==> src/rtl/led_pkg.sv <==
// Shared definitions for the LED pattern generator.
//   MODE_*     : 2-bit per-channel mode codes
//   calc_div   : sysclk cycles per timebase tick
//   div_ok     : elaboration-time sanity check of the CLK_HZ/TICK_HZ pair
package led_pkg;

    localparam logic [1:0] MODE_OFF     = 2'b00;
    localparam logic [1:0] MODE_ON      = 2'b01;
    localparam logic [1:0] MODE_BLINK   = 2'b10;
    localparam logic [1:0] MODE_BREATHE = 2'b11;

    // True when tick_hz divides clk_hz with a ratio of at least 2.
    function automatic bit div_ok(input int unsigned clk_hz, input int unsigned tick_hz);
        if (tick_hz == 0) return 1'b0;
        if ((clk_hz % tick_hz) != 0) return 1'b0;
        return (clk_hz / tick_hz) >= 2;
    endfunction

    // Falls back to 2 on a bad pair so elaboration stays well-formed; div_ok flags the error.
    function automatic int unsigned calc_div(input int unsigned clk_hz, input int unsigned tick_hz);
        if (!div_ok(clk_hz, tick_hz)) return 2;
        return clk_hz / tick_hz;
    endfunction

    // Per-channel output select.
    function automatic logic led_sel(input logic [1:0] m, input logic phase, input logic pwm_on);
        logic r;
        case (m)
            MODE_OFF:   r = 1'b0;
            MODE_ON:    r = 1'b1;
            MODE_BLINK: r = phase;
            default:    r = pwm_on;
        endcase
        return r;
    endfunction

endpackage

==> src/rtl/led_tick_prescaler.sv <==
// Timebase prescaler: counts 0..DIV-1 and emits a registered one-cycle pulse
// in the cycle after the count reaches DIV-1.
//   sysclk : clock
//   rst_n  : async active-low reset
//   tick   : one-cycle tick pulse
module led_tick_prescaler #(
    parameter int unsigned DIV = 2
) (
    input  logic sysclk,
    input  logic rst_n,
    output logic tick
);

    localparam int unsigned CNT_W = $clog2(DIV);

    logic [CNT_W-1:0] cnt_q, cnt_d;
    logic             tick_d;

    // Wrap at DIV-1 and flag the wrap for the next cycle.
    always_comb begin
        cnt_d  = cnt_q + CNT_W'(1);
        tick_d = 1'b0;
        if (cnt_q == CNT_W'(DIV - 1)) begin
            cnt_d  = '0;
            tick_d = 1'b1;
        end
    end

    always_ff @(posedge sysclk or negedge rst_n) begin
        if (!rst_n) begin
            cnt_q <= '0;
            tick  <= 1'b0;
        end else begin
            cnt_q <= cnt_d;
            tick  <= tick_d;
        end
    end

endmodule

==> src/rtl/led_pattern_gen.sv <==
// Multi-channel LED driver: per-channel OFF / ON / BLINK / BREATHE.
// A shared prescaled tick drives a common blink phase and a triangular
// brightness ramp; breathe brightness is rendered by a free-running PWM.
//   sysclk      : clock
//   rst_n       : async active-low reset
//   mode        : 2 bits per channel, channel i at [2i+1:2i]
//   half_period : blink half-period in ticks (0 behaves as 1)
//   led         : registered LED drive, active-high
//   tick_o      : one-cycle pulse per timebase tick
// Optional: LED_PHASE_STAGGER_EN puts odd channels in antiphase.
module led_pattern_gen
    import led_pkg::*;
#(
    parameter int unsigned NUM_LEDS = 4,
    parameter int unsigned CLK_HZ   = 125000000,
    parameter int unsigned TICK_HZ  = 1000,
    parameter int unsigned PER_BITS = 16,
    parameter int unsigned PWM_BITS = 8
) (
    input  logic                    sysclk,
    input  logic                    rst_n,
    input  logic [2*NUM_LEDS-1:0]   mode,
    input  logic [PER_BITS-1:0]     half_period,
    output logic [NUM_LEDS-1:0]     led,
    output logic                    tick_o
);

    localparam int unsigned DIV = calc_div(CLK_HZ, TICK_HZ);

    if (!div_ok(CLK_HZ, TICK_HZ)) begin : g_bad_div
        $error("led_pattern_gen: TICK_HZ must divide CLK_HZ with a ratio of at least 2");
    end
    if (NUM_LEDS < 1 || NUM_LEDS > 32) begin : g_bad_num
        $error("led_pattern_gen: NUM_LEDS must be in 1..32");
    end

    localparam logic [PWM_BITS-1:0] BR_MAX = '1;

    logic                tick;
    logic [PER_BITS-1:0] tick_cnt_q, tick_cnt_d;
    logic [PER_BITS-1:0] hp_lim;
    logic                phase_q, phase_d;
    logic [PWM_BITS-1:0] bright_q, bright_d;
    logic [PWM_BITS-1:0] br_step;
    logic                dir_up_q, dir_up_d;
    logic [PWM_BITS-1:0] pwm_q, pwm_d;
    logic [NUM_LEDS-1:0] led_d;

    led_tick_prescaler #(
        .DIV (DIV)
    ) u_prescaler (
        .sysclk (sysclk),
        .rst_n  (rst_n),
        .tick   (tick)
    );

    assign tick_o = tick;

    // Wrap threshold; half_period of 0 behaves as 1.
    assign hp_lim = (half_period == '0) ? '0 : (half_period - PER_BITS'(1));

    // Blink timer: >= lets a shrunk half_period wrap on the next tick.
    always_comb begin
        tick_cnt_d = tick_cnt_q;
        phase_d    = phase_q;
        if (tick) begin
            if (tick_cnt_q >= hp_lim) begin
                tick_cnt_d = '0;
                phase_d    = ~phase_q;
            end else begin
                tick_cnt_d = tick_cnt_q + PER_BITS'(1);
            end
        end
    end

    // Triangular ramp; direction flips on arrival at an endpoint so each
    // endpoint lasts exactly one tick.
    always_comb begin
        bright_d = bright_q;
        dir_up_d = dir_up_q;
        br_step  = dir_up_q ? (bright_q + PWM_BITS'(1)) : (bright_q - PWM_BITS'(1));
        if (tick) begin
            bright_d = br_step;
            if (br_step == BR_MAX) begin
                dir_up_d = 1'b0;
            end else if (br_step == '0) begin
                dir_up_d = 1'b1;
            end
        end
    end

    assign pwm_d = pwm_q + PWM_BITS'(1);

    // Output muxes use next-state phase/brightness so a tick and a mode
    // change sampled on the same edge land in the same output update.
    for (genvar i = 0; i < NUM_LEDS; i++) begin : g_ch
        logic [1:0]          ch_mode;
        logic                ch_phase;
        logic [PWM_BITS-1:0] ch_bright;

        assign ch_mode = mode[2*i +: 2];
`ifdef LED_PHASE_STAGGER_EN
        if ((i % 2) == 1) begin : g_odd
            assign ch_phase  = ~phase_d;
            assign ch_bright = ~bright_d;
        end else begin : g_even
            assign ch_phase  = phase_d;
            assign ch_bright = bright_d;
        end
`else
        assign ch_phase  = phase_d;
        assign ch_bright = bright_d;
`endif
        assign led_d[i] = led_sel(ch_mode, ch_phase, (pwm_q < ch_bright));
    end

    always_ff @(posedge sysclk or negedge rst_n) begin
        if (!rst_n) begin
            tick_cnt_q <= '0;
            phase_q    <= 1'b0;
            bright_q   <= '0;
            dir_up_q   <= 1'b1;
            pwm_q      <= '0;
            led        <= '0;
        end else begin
            tick_cnt_q <= tick_cnt_d;
            phase_q    <= phase_d;
            bright_q   <= bright_d;
            dir_up_q   <= dir_up_d;
            pwm_q      <= pwm_d;
            led        <= led_d;
        end
    end

endmodule
==> config.mk <==
export PLATFORM = sky130hd
export DESIGN_NAME = led_pattern_gen
export DESIGN_NICKNAME = d
export VERILOG_FILES = /design/src/rtl/led_pkg.sv /design/src/rtl/led_tick_prescaler.sv /design/src/rtl/led_pattern_gen.sv
export SDC_FILE = /design/constraint.sdc
export NUM_CORES = 1
export LEC_CHECK = 0
export ABC_CLOCK_PERIOD_IN_PS = 3850
export CAP_MARGIN = 25
export CORE_MARGIN = 2
export CORE_UTILIZATION = 40
export DETAILED_ROUTE_END_ITERATION = 8
export SYNTH_ARGS = -nofsm -noshare
export SYNTH_HDL_FRONTEND = slang
export SYNTH_SLANG_ARGS = --single-unit
==> constraint.sdc <==
create_clock -name sysclk -period 3.85 [get_ports sysclk]
set_input_delay 0.77 -clock sysclk [delete_from_list [all_inputs] [get_ports sysclk]]
set_output_delay 0.77 -clock sysclk [all_outputs]
set_load 0.02 [all_outputs]
==> summary.txt, run 1 <==
STA
  – Slew margin rel.: around a third
  – Slew Viols, Final: 0
  – Final Setup Violations: 0
  – RSZ-0062 raised after global routing: yes
  – Final Skew: 12.8 ps
  – Final Cycle Share: 99.7%
  – Worst-case hold slack: 479 ps
  – Final hold violations: 0
  – Tmin final: 3840 ps
  – Fmax: around 0.26 GHz
  – Worst-margin pin slew: 963 ps

Pwr
  – Psw: 0.000271 W
  – Sequential power share: between 50% and 60%
  – Sw frac: 24.9%
  – Pint: a little over 0.0008 W
  – Power, Total: 0.00109 W
  – Peak VDD IR: 0.142 mV
  – LEAKAGE: 2.09 nW
  – Clock Power Share: a little under a third
  – Combinational Power Share: 13.8%
  – Pwr/cell area: 231 mW/mm^2

Setup path
  – Arrival @ worst endpoint: 4070 ps
  – Startpoint Class: input port
  – CP endpoint kind: flip-flop
  – Largest incremental delay on the critical path: 520 ps
  – CP Max Fanout: 12
  – CP Data Required Time: between 4000 and 5000 ps
  – CP Class: input port to flip-flop
  – Top Family by Delay on Critical Path: simple AND/OR/NAND/NOR gates
  – Cell Chain, Critical Path: buf_6 -> or4_4 -> or3_4 -> buf_6 -> or4_4 -> nor3_2 -> a21oi_2 -> ha_1 -> nand4_1 -> buf_4 -> buf_4 -> a21o_4 -> buf_12 -> a31o_4 -> a311oi_2
  – Crit-path slowest cell: or4_4
  – Worst path bufs/invs: 5

CTS
  – CTS buffer count: 5
  – CTS tree: done
  – Clock sinks: 56
  – Clk root buf: clkbuf_8
  – Skew-Pair Late Insertion Delay: 310 ps
  – H-tree Lvls: 2
  – Clk buf depth: 2
  – Clock transition at path regs: 110 ps

GRT
  – Vias in the first global route: 3186
  – Largest net degree at the start of global routing: 39
  – Initial antenna violation count: 0
  – Total Routing Usage GR: 17.4%
  – Gr ovfl total: 0
  – Global-route wire length before repair: 14300 um

Route
  – Vias/cell: 5.32
  – DR pass1 iterations: 4
  – Routed len/inst: between 10 and 15 um
  – DRC: 0
  – WL final: between 8000 and 9000 um
  – Final ANT Viol Nets: 0
  – Initial DRC count: 94
  – Routed vias: 3078

Floorplanning
  – Boundary Pins: 31
  – Chip width: 101 um
  – Die H: 101 um
  – Core ar.: 0.00915 mm^2
  – Die area: about 0.01 mm^2
  – Initial Utilization: 40.8%
  – Site row count: 35

Layout
  – ANT cells: 0
  – Design Area, Final: 0.00472 mm^2
  – Area growth, synth to finish: 26.3%
  – Nets: 530
  – Share of layout cells above drive strength 1: 17.9%
  – Fillcell total: 852
  – Post-Layout Cell Count: 579

Synth
  – Synthesized area per cell: 9.26 um^2
  – Post-synthesis net count: 466
  – Mapped cell area: 0.00373 mm^2
  – Synth Instances: about 400
  – Fraction of registers with async set or reset after synthesis: 100%
  – Top_reg_cell synth: dfrtp_1
  – Distinct cells, synth: 48
  – Number of flops mapped to enable cells by yosys: 0
  – Synth Register Bits: 56
  – Post-synthesis sequential area ratio: 37.6%
  – YS warnings: 0

Run
  – Max Cap Viol: 0

Status
  – Status: complete, no violations

Place
  – Final HPWL DP: 5930 um
  – Final Wtd Congestion: around 0.82
  – Port Buffers: 30
  – Placed cell count: 561
  – DP Area: 0.00436 mm^2

Hold path
  – Worst Hold Class: flip-flop to flip-flop
==> timing repair <==
item / in CTS / in global routing
pin swaps: 23 / 12
gates resized for setup: 38 / 13
buffers inserted: 7 / 2
hold buffers: 0 / 0
setup endpoints to repair: 20 / 20
gates cloned: 2 / 0
==> layout make-up <==
type                    count  area [um^2]  share of cell area [%]
clock buffers               7         86.3                    1.83
flip-flops and latches     56         1400                    29.7
multi-input cells         319         2390                    50.7
well taps                 111          139                    2.94
repair buffers             64          611                    12.9
clock inverters             1         7.51                   0.159
inverters                  21         78.8                    1.67
==> routing by layer <==
metal,part of all wire [%],track usage [%],vias up
li1,-,-,1545
met1,45,21.6,1482
met2,51,31.5,40
met3,2.3,1.87,11
met4,1.6,5.37,0
met5,0,0,-
==> Yosys cell counts, types with 5 or more instances <==
cell | number | share of area [%]
a21o_1 | 6 | 1.2
a21oi_1 | 18 | 2.4
a31oi_1 | 5 | 0.84
and3_1 | 11 | 1.8
dfrtp_1 | 55 | 37
ha_1 | 36 | 12
inv_1 | 21 | 2.1
mux2i_1 | 9 | 2.4
nand2_1 | 34 | 3.4
nand3_1 | 21 | 2.8
nand4_1 | 12 | 2.0
nor2_1 | 45 | 4.5
nor3_1 | 11 | 1.5
o21ai_0 | 9 | 1.2
xnor2_1 | 18 | 4.2
xor2_1 | 34 | 8.0
==> cells in the final DEF, fill, tap and decap left out, types with 6 or more instances in the layout <==
| master | n |
|---|---|
| clkbuf_8 | 6 |
| and3_1 | 11 |
| buf_4 | 25 |
| nand4_1 | 12 |
| ha_1 | 34 |
| nand2_1 | 33 |
| a21oi_1 | 14 |
| xor2_1 | 34 |
| dfrtp_1 | 55 |
| nor2_1 | 43 |
| nor3_1 | 10 |
| mux2i_1 | 9 |
| clkdlybuf4s50_1 | 25 |
| xnor2_1 | 18 |
| buf_6 | 8 |
| o21ai_0 | 8 |
| nand3_1 | 21 |
| inv_1 | 21 |
==> path summary, 6_finish.rpt <==
kind / start / end / slack (ps) / cells after the start
min in group asynchronous: rst_n / u_prescaler.cnt_q[15] / 560 / 1
worst max register to register: dir_up_q / led[3] / 330 / 13
max in group asynchronous: rst_n / pwm_q[7] / 2500 / 2
worst min register to register: pwm_q[7] / pwm_q[7] / 480 / 1
worst min-delay path: pwm_q[7] / pwm_q[7] / 480 / 1
worst max-delay path: half_period[7] / led[1] / 10 / 15
==> state kept, by name, summed over array words and instances (netlist names) <==
| name | count |
|---|---|
| led | 4 |
| pwm_q | 8 |
| dir_up_q | 1 |
| phase_q | 1 |
| u_prescaler.tick | 1 |
| u_prescaler.cnt_q | 17 |
| bright_q | 8 |
| tick_cnt_q | 16 |
==> cell families (layout without fill, tap and decap cells) <==
| logic type | after synthesis | count (layout) | share of synthesized area, % |
|---|---|---|---|
| XOR/XNOR | 52 | 52 | 12.2 |
| AND/OR/NAND/NOR | 160 | 161 | 21.5 |
| buffers and inverters | 29 | 93 | 3.15 |
| AO/OA/AOI/OAI | 59 | 59 | 10.2 |
| multiplexers | 10 | 10 | 2.71 |
| adder cells (fa/ha/maj) | 37 | 37 | 12.6 |
| flip-flops | 56 | 56 | 37.6 |
==> worst reg2reg max path, cell delays in order, from the launching register on <==
cell and delay, ps:
dfstp_2 600, inv_1 150, ha_1 360, nor2b_1 160
o31a_1 270, and3_1 180, a2111oi_0 340, buf_4 190
o21a_1 130, ha_1 240, a21oi_1 120, o21ai_0 110
a21o_1 280, a311oi_2 300
==> through the flow <==
stage | utilization (%) | setup WS, ps | TNS, ps
after detailed placement | 47.6 | -569 | -10030
after global routing | 51.5 | -116 | -348
after CTS | 50.9 | -17.3 | -17.3
final | 51.5 | 13.0 | 0
after global placement | 47.6 | -512 | -9130
after floorplan | - | -2.20 | -2.20
==> power by group through the flow <==
| stage | Sequential [W] | Clock, W | Combinational, W |
|---|---|---|---|
| floorplan | 0.000607 | 0 | 0.0000472 |
| global placement | 0.000604 | 0 | 0.000125 |
| detailed placement | 0.000604 | 0 | 0.000127 |
| CTS | 0.000592 | 0.000357 | 0.000147 |
| global route | 0.000593 | 0.000380 | 0.000166 |
| finish | 0.000592 | 0.000346 | 0.000151 |
(Power assumes the default switching activity.)
==> inputs of run 2 (changes only) <==
Settings changed: SKIP_CTS_REPAIR_TIMING set to 1, SLEW_MARGIN set to 5, TNS_END_PERCENT set to 50.
==> summary.txt, run 2 (synthesis gave the netlist of run 1 again) <==
Status
  – Status: finished, violations left
  – Failing checks: setup timing

STA
  – Setup TNS after final layout: -88.7 ps
  – Fmax: between 0.2 and 0.3 GHz
  – Final Setup Violations: 6
  – Tmin final: about 4000 ps
  – Final Cycle Share: 101%
  – Worst-margin pin slew: roughly 960 ps
  – RSZ-0062 raised after global routing: yes
  – Final Skew: 13.6 ps
  – Slew margin rel.: 35.6%
  – Slew Viols, Final: 0
  – Setup WS post-layout: -37.8 ps
  – Final hold violations: 0

CTS
  – H-tree Lvls: 2
  – Clk root buf: clkbuf_8
  – CTS buffer count: 5
  – Clk buf depth: 2
  – Skew-Pair Late Insertion Delay: 310 ps
  – Clock transition at path regs: 110 ps
  – CTS tree: done
  – Clock sinks: 56

GRT
  – Gr ovfl total: 0
  – Total Routing Usage GR: between 15 and 20%
  – Initial antenna violation count: 0
  – Global-route wire length before repair: around 14000 um
  – Largest net degree at the start of global routing: 39
  – Vias in the first global route: between 3000 and 4000

Setup path
  – CP Class: input port to flip-flop
  – CP Max Fanout: 7
  – R2r setup slk: around 340 ps
  – CP endpoint kind: flip-flop
  – Startpoint Class: input port
  – Arrival @ worst endpoint: 4130 ps
  – CP Data Required Time: 4090 ps

Layout
  – Area growth, synth to finish: 24.4%
  – Largest registers: u_prescaler.cnt_q: 17 flops, tick_cnt_q: 16 flops
  – ANT cells: 0
  – Number of flip-flops under the largest register name: 17
  – Biggest register: u_prescaler.cnt_q
  – Nets: about 530
  – Final Util: around half
  – Share of layout cells above drive strength 1: 15.9%
  – Design Area, Final: 0.00464 mm^2
  – Fillcell total: 857
  – Most common cell after layout, fill and taps aside: dfrtp_1
  – Most frequent cells in the layout: 55 x dfrtp_1, 42 x nor2_1, 34 x xor2_1, 34 x ha_1, 33 x nand2_1

Route
  – Final ANT Viol Nets: 0
  – Vias/cell: 5.27
  – DRC: 0
  – Routed len/inst: about 14 um
  – Initial DRC count: 87
  – Met2 Routed Length: 4180 um
  – Met1 Wirelength: 3710 um
  – DR pass1 iterations: 4
  – DR top layer: met4
  – Routed vias: slightly above 3000
  – WL final: 8160 um
  – Met3 Wirelength: 160 um

Place
  – DP Area: between 0.004 and 0.005 mm^2
  – Port Buffers: 30
  – Setup WS pre-CTS: -569 ps
  – Final HPWL DP: ~5900 um
  – Final Wtd Congestion: 0.819

Pwr
  – Pwr/cell area: between 200 and 250 mW/mm^2
  – Peak VDD IR: 0.138 mV
  – LEAKAGE: 2.07 nW

Run
  – Max Cap Viol: 0

Floorplanning
  – Site row count: 35
  – Core ar.: 0.00915 mm^2
  – Initial Utilization: 40.8%
  – Die H: 101 um
  – Boundary Pins: 31
  – Chip width: 101 um
  – Die area: 0.0101 mm^2

Hold path
  – Worst Hold Class: flip-flop to flip-flop
[run 2: cell count changes in the layout (fill, tap and decap cells not counted), sizes merged]
cell,delta
buf,-5
clkbuf,+1
dlymetal6s2s,+1
[run 2: routing by layer]
layer / global-route usage, % / up-vias
met5: 0 / -
met4: 5.48 / 0
met3: 1.87 / 10
met2: 29.5 / 31
met1: 21.1 / 1456
li1: - / 1539
[run 2: area by class of cell]
class                           count  area (um^2)  share of cell area, %
Clock buffer                        7         86.3                   1.86
Clock inverter                      1         7.51                  0.162
Inverter                           21         78.8                   1.70
Multi-Input combinational cell    319         2350                   50.6
Sequential cell                    56         1400                   30.2
Tap cell                          111          139                   2.99
Timing Repair Buffer               61          578                   12.4
[run 2: worst paths after layout]
path	from	endpoint	depth (start not counted)
max in group asynchronous	rst_n	pwm_q[7]	2
worst max-delay path	half_period[6]	tick_cnt_q[3]	15
min in group asynchronous	rst_n	tick_cnt_q[10]	1
worst min-delay path	pwm_q[7]	pwm_q[7]	1
worst min register to register	pwm_q[7]	pwm_q[7]	1
worst max register to register	dir_up_q	led[2]	13
[run 2: power by group]
part	switching, W	internal [W]	leakage, nW	total (W)
logic	0.0000668	0.0000743	1.35	0.000141
registers	0.00000131	0.000591	0.677	0.000592
clock network	0.000200	0.000147	0.0445	0.000347
[run 2: worst max-delay path, stage by stage]
cell and delay (ps):
buf_6 90, or4_4 530, or3_4 420, or4_4 560, nand2b_4 190, nand2_2 110, ha_4 200, a21o_1 180
a21o_1 170, a21o_1 180, a31oi_4 220, buf_12 150, buf_4 100, nand4_1 90, mux2i_1 150
[run 2: per-stage QoR]
| stage | hold slack, ps | total power [W] | std cells |
|---|---|---|---|
| floorplan | 449 | 0.000655 | 403 |
| global placement | 471 | 0.000729 | 561 |
| detailed placement | 475 | 0.000731 | 561 |
| CTS | 488 | 0.00108 | 569 |
| global route | 525 | 0.00113 | 576 |
| finish | 477 | 0.00108 | 576 |
